[config.mk]
export PLATFORM = sky130hd
export DESIGN_NAME = iir_out_decim
export DESIGN_NICKNAME = d
export VERILOG_FILES = /design/src/rtl/iir_pkg.sv /design/src/rtl/sync_fifo_fwft.sv /design/src/rtl/iir_out_decim.sv
export SDC_FILE = /design/constraint.sdc
export NUM_CORES = 1
export LEC_CHECK = 0
export CELL_PAD_IN_SITES_DETAIL_PLACEMENT = 0
export CELL_PAD_IN_SITES_GLOBAL_PLACEMENT = 1
export CORE_MARGIN = 1
export CORE_UTILIZATION = 30
export CTS_CLUSTER_SIZE = 40
export DETAILED_ROUTE_END_ITERATION = 10
export PLACE_DENSITY = 0.65
export SETUP_SLACK_MARGIN = 0.5
export SLEW_MARGIN = 10
export SYNTH_ARGS = -nofsm -noshare
export SYNTH_HDL_FRONTEND = slang
export SYNTH_SLANG_ARGS = --single-unit
export TNS_END_PERCENT = 30
[constraint.sdc]
create_clock -name clk -period 2.4 [get_ports clk]
set_input_delay 0.72 -clock clk [delete_from_list [all_inputs] [get_ports clk]]
set_output_delay 0.72 -clock clk [all_outputs]
set_load 0.01 [all_outputs]
[src/rtl/iir_pkg.sv]
// Shared types and helpers for the cascaded-SOS IIR filter back-ends.
// Holds the default word widths and the round-half-up requantizer.
package iir_pkg;

    localparam int width_H = 15;
    localparam int width_W = 10;

    typedef logic signed [width_H+width_W-1:0] sample_t;

    typedef struct packed {
        logic signed [31:0] value;
        logic               sat;
    } rq_t;

    // The sample arrives sign-extended to 64 bits, so adding the half-LSB
    // bias cannot overflow.
    function automatic rq_t requantize(
        input logic signed [63:0] sample,
        input int                 frac,
        input int                 out_w
    );
        logic signed [64:0] ext;
        logic signed [64:0] one;
        logic signed [64:0] hi;
        logic signed [64:0] lo;
        rq_t                r;
        one = 65'sd1;
        ext = {sample[63], sample};
        if (frac > 0) begin
            ext = ext + (one <<< (frac - 1));
        end
        ext = ext >>> frac;
        hi = (one <<< (out_w - 1)) - one;
        lo = -(one <<< (out_w - 1));
        r.value = ext[31:0];
        r.sat = 1'b0;
        if (ext > hi) begin
            r.value = hi[31:0];
            r.sat = 1'b1;
        end else if (ext < lo) begin
            r.value = lo[31:0];
            r.sat = 1'b1;
        end
        return r;
    endfunction

endpackage

[src/rtl/sync_fifo_fwft.sv]
// First-word-fall-through synchronous FIFO; the head entry is always on dout.
// A push into a full FIFO is accepted only when a pop happens on the same edge.
module sync_fifo_fwft #(
    parameter int WIDTH = 12,
    parameter int DEPTH = 8
) (
    input  logic                     clk,
    input  logic                     rst,
    input  logic                     push,
    input  logic                     pop,
    input  logic [WIDTH-1:0]         din,
    output logic [WIDTH-1:0]         dout,
    output logic                     full,
    output logic                     empty,
    output logic [$clog2(DEPTH):0]   level
);

    localparam int AW = $clog2(DEPTH);
    localparam int LW = AW + 1;

    logic [WIDTH-1:0] mem [DEPTH];
    logic [AW-1:0]    wr_ptr;
    logic [AW-1:0]    rd_ptr;
    logic             wr_en;
    logic             rd_en;

    assign full  = (level == LW'(DEPTH));
    assign empty = (level == '0);
    assign wr_en = push & (~full | pop);
    assign rd_en = pop & ~empty;
    assign dout  = empty ? '0 : mem[rd_ptr];

    always_ff @(posedge clk) begin
        if (wr_en) begin
            mem[wr_ptr] <= din;
        end
    end

    always_ff @(posedge clk) begin
        if (rst) begin
            wr_ptr <= '0;
            rd_ptr <= '0;
            level  <= '0;
        end else begin
            if (wr_en) begin
                wr_ptr <= wr_ptr + 1'b1;
            end
            if (rd_en) begin
                rd_ptr <= rd_ptr + 1'b1;
            end
            case ({wr_en, rd_en})
                2'b10:   level <= level + 1'b1;
                2'b01:   level <= level - 1'b1;
                default: level <= level;
            endcase
        end
    end

endmodule

[src/rtl/iir_out_decim.sv]
// IIR output stage: decimate, requantize with round-half-up and saturation,
// then buffer into a FWFT FIFO presented as a valid/ready stream.
module iir_out_decim #(
    parameter int width_H    = 15,
    parameter int width_W    = 10,
    parameter int OUT_W      = 12,
    parameter int DECIM      = 4,
    parameter int FIFO_DEPTH = 8
) (
    input  logic                            clk,
    input  logic                            rst,
    input  logic                            s_stb,
    input  logic                            s_en,
    input  logic signed [width_H+width_W-1:0] s_data,
    input  logic                            clr_flags,
    output logic                            m_valid,
    input  logic                            m_ready,
    output logic signed [OUT_W-1:0]         m_data,
    output logic [$clog2(FIFO_DEPTH):0]     fifo_level,
    output logic                            sat_flag,
    output logic                            drop_flag
);

    import iir_pkg::*;

    localparam int CW = (DECIM > 1) ? $clog2(DECIM) : 1;

    logic [CW-1:0]    cnt;
    logic             accept;
    logic             keep;
    rq_t              rq;
    logic [OUT_W-1:0] q_reg;
    logic             q_valid;
    logic             full;
    logic             empty;
    logic             pop;
    logic             drop;
    logic [OUT_W-1:0] head;

    assign accept = s_stb & s_en;
    assign keep   = accept && (cnt == '0);
    assign rq     = requantize(64'(s_data), width_W, OUT_W);

    always_ff @(posedge clk) begin
        if (rst) begin
            cnt <= '0;
        end else if (accept) begin
            cnt <= (cnt == CW'(DECIM - 1)) ? '0 : cnt + 1'b1;
        end
    end

    always_ff @(posedge clk) begin
        if (rst) begin
            q_valid <= 1'b0;
            q_reg   <= '0;
        end else begin
            q_valid <= keep;
            if (keep) begin
                q_reg <= rq.value[OUT_W-1:0];
            end
        end
    end

    assign pop     = m_valid & m_ready;
    assign drop    = q_valid & full & ~pop;
    assign m_valid = ~empty;
    assign m_data  = signed'(head);

    // A set event on the same edge as clr_flags leaves the flag set.
    always_ff @(posedge clk) begin
        if (rst) begin
            sat_flag  <= 1'b0;
            drop_flag <= 1'b0;
        end else begin
            if (keep && rq.sat) begin
                sat_flag <= 1'b1;
            end else if (clr_flags) begin
                sat_flag <= 1'b0;
            end
            if (drop) begin
                drop_flag <= 1'b1;
            end else if (clr_flags) begin
                drop_flag <= 1'b0;
            end
        end
    end

    sync_fifo_fwft #(
        .WIDTH (OUT_W),
        .DEPTH (FIFO_DEPTH)
    ) u_fifo (
        .clk   (clk),
        .rst   (rst),
        .push  (q_valid),
        .pop   (pop),
        .din   (q_reg),
        .dout  (head),
        .full  (full),
        .empty (empty),
        .level (fifo_level)
    );

endmodule
==> summary.md <==
| Metric | Value |
|---|---|
| CTS Sinks | 126 |
| Synth Cell Area | 5296 sq um |
| Core area | 17300 sq um |
| Final Max Tran Viols | 0 |
| Min-Delay Path Class | flip-flop to flip-flop |
| Layout fillers | 1559 |
| Skew-Pair Late Insertion Delay | 0.41 ns |
| GPL Wtd Cong | 0.7548 |
| DRC | 0 |
| Ys async rst share | 0% |
| Largest net degree at the start of global routing | 25 |
| Post-DRT Antenna Nets | 0 |
| IO Port Bufs | 40 |
| Commonest non-fill, non-tap cells in the layout | edfxtp_1, buf_4, nor2_1 |
| CTS Buf Count | 17 |
| Worst path top cell family by delay | multiplexers |
| Area leader, netlist | edfxtp_1 |
| Mapped Avg Cell Area | 15.49 sq um |
| Static Leakage | 0.002661 uW |
| Share of post-route cells with drive strength above 1 | 43.63% |
| Critical path cell sequence | buf_12 > buf_8 > mux4_2 > mux2i_2 > nor2_1 > buf_2 |
| Die Ht | 134.9 um |
| Die width | 134.9 um |
| Critical path type | flip-flop to output pin |
| Fin util | 42.93% |
| Worst EP arrival | 1.97 ns |
| Worst setup EP type | output pin |
| DRT Pass-1 Iters | 4 |
| Final setup fails | 12 |
| Max cap viols | 0 |
| Post-synth top area share | 54.43% |
| Vias per inst | 4.585 |
| Critical Path Source Type | flip-flop |
| Syn Nets | 382 |
| Synth area leaders | edfxtp_1, dfxtp_1, mux4_2 |
| Initial antenna violation count | 0 |
| Power Density | 911.2 nW/um^2 |
| 1st-iter DRT viols | 203 |
| Ant diodes | 0 |
| Drt wl/cell | 15.77 um |
| Failing checks | negative setup slack |
| DRT Wirelength | 11.11 mm |
| Minimum clock period | 2.693 ns |
| Ys Warns | 0 |
| Status | finished, violations left |
| Final Cell Area | 7426 sq um |
| Critical path required time | 1.68 ns |
| Die Area | 18190 sq um |
| CP Depth | 6 |
| Hold Crit Depth | 2 |
| H-tree depth | 4 |
| Core Rows | 48 |
| Most used DFF post-synth | edfxtp_1 |
| Fin Clk Skew | 0.009946 ns |
| Routed via count | 3228 |
| Worst stage delay on the critical path | 0.53 ns |
| Worst-path maximum fanout | 5 |
| Initial core utilization | 30.62% |
| Register area share after synthesis | 65.77% |
| Cells after Synth | 342 |
| Flops & latches, synth | 126 |
| Slew of the pin with the lowest slew margin | 0.3791 ns |
| Root Driver | clkbuf_16 |
| Cell Area, Placed | 6491 sq um |
| Global-route wire length before repair | 17.62 mm |
| Clk slew on worst S/H paths | 0.06 ns |
| DPL Wire Length | 7.277 mm |
| Most common cell after layout, fill and taps aside | edfxtp_1 |
| Total Routing Usage GR | 13.33% |
| CTS tree | built |
| Pwr Total | 6766 uW |
| Flip-flop and latch area | 3502 sq um |
| Max reg flops | 96 |
| R2R cell count | 9 |
| Syn-to-layout area delta | 40.21% |
| CTS max path bufs | 2 |
| Vias in the first global route | 3306 |
| Unique masters post-synth | 46 |
| Tcrit/Tclk final | 112.2% |
| TNS Setup | -2.741 ns |
| Final worst slack | -0.2926 ns |
| VDD IR max | 0.0005235 V |
| Multi-input gate area | 1881 sq um |
| Final Hold Violating Endpoints | 0 |
| Relative slew margins | 74.69% |
| RSZ-0062 raised after global routing | yes |
| Worst path buffer plus inverter count | 3 |
| Slowest cell on the critical path | mux4_2 |
| GRT overflow | 0 |
| Hold slack | 0.4822 ns |
| Highest clock rate | 0.3714 GHz |
| Final net count | 506 |
| Post-synth EDFFs | 96 |
| IO Count | 50 |
==> cells in the mapped netlist, types with 2 or more instances <==
master	n
a211oi_2	9
a21oi_1	11
a31oi_1	3
and3_2	3
and4_1	2
and4_2	2
buf_1	2
buf_2	3
buf_6	3
clkbuf_1	5
dfxtp_1	30
edfxtp_1	96
ha_1	8
inv_1	8
mux2i_1	13
mux4_2	24
nand2_1	15
nand2b_1	4
nand3_1	7
nand4_1	4
nor2_1	44
nor3_1	5
o21ai_0	4
or3_1	2
xnor2_1	6
xor2_1	9
==> routing by layer <==
metal / up-vias / global-route usage, % / routed length (um)
met1: 1598 / 15.67 / 4842
met2: 61 / 22.91 / 5711
met5: - / 0 / 0
met3: 11 / 3.153 / 345
li1: 1558 / - / -
met4: 0 / 6.429 / 204
==> per-stage QoR <==
| step | instances | setup slack [ns] |
|---|---|---|
| after floorplan | 342 | 0.1689 |
| after global placement | 650 | -0.4315 |
| after detailed placement | 650 | -0.4425 |
| after CTS | 701 | -0.3429 |
| after global routing | 704 | -0.3607 |
| final | 704 | -0.2926 |
==> report_power, final <==
group	total [uW]	switching, uW	internal (uW)	leakage, uW
Sequential	2520	96.0	2430	0.00113
Clock	2620	965	1660	0.000308
Combinational	1620	662	960	0.00122
Total	6770	1720	5040	0.00266
==> layout make-up <==
class,instances,area share [%]
clock buffers,21,6.925
multi-input cells,195,25.32
inverters,8,0.5055
flip-flops and latches,126,47.16
clock inverters,11,1.516
well taps,225,3.791
repair buffers,118,14.78
==> logic make-up after synthesis <==
kind of cell,Yosys count,synth area share (%)
flip-flops,126,65.77
AND/OR/NAND/NOR,99,9.284
multiplexers,37,12.66
AO/OA/AOI/OAI,34,5.245
buffers and inverters,21,1.984
XOR/XNOR,16,2.788
adder cells (fa/ha/maj),9,2.268
==> tightest hold or removal path: stages, from the launching register on <==
cell and delay (ns):
dfxtp_1 0.33, nand2_1 0.06, a21oi_1 0.05
==> path summary, 6_finish.rpt <==
kind	from	to	slack (ns)
worst max register to register	u_fifo.level[1]$_SDFFE_PP0P_	u_fifo.level[3]$_SDFFE_PP0P_	0.15
worst max-delay path	flip-flop	m_data[3]	-0.29
worst min-delay path	cnt[1]$_SDFFE_PP0P_	cnt[1]$_SDFFE_PP0P_	0.48
worst min register to register	cnt[1]$_SDFFE_PP0P_	cnt[1]$_SDFFE_PP0P_	0.48
==> repair_timing <==
action / 4_1_cts / 5_1_grt
gates cloned: 3 / 0
hold endpoints to repair: 0 / 0
setup buffers: 16 / 3
gates resized for setup: 153 / 12
pin swaps: 20 / 38
endpoints found under the setup margin: 131 / 30
hold buffers: 0 / 0
No activity file was read; power rests on OpenSTA's default activity.
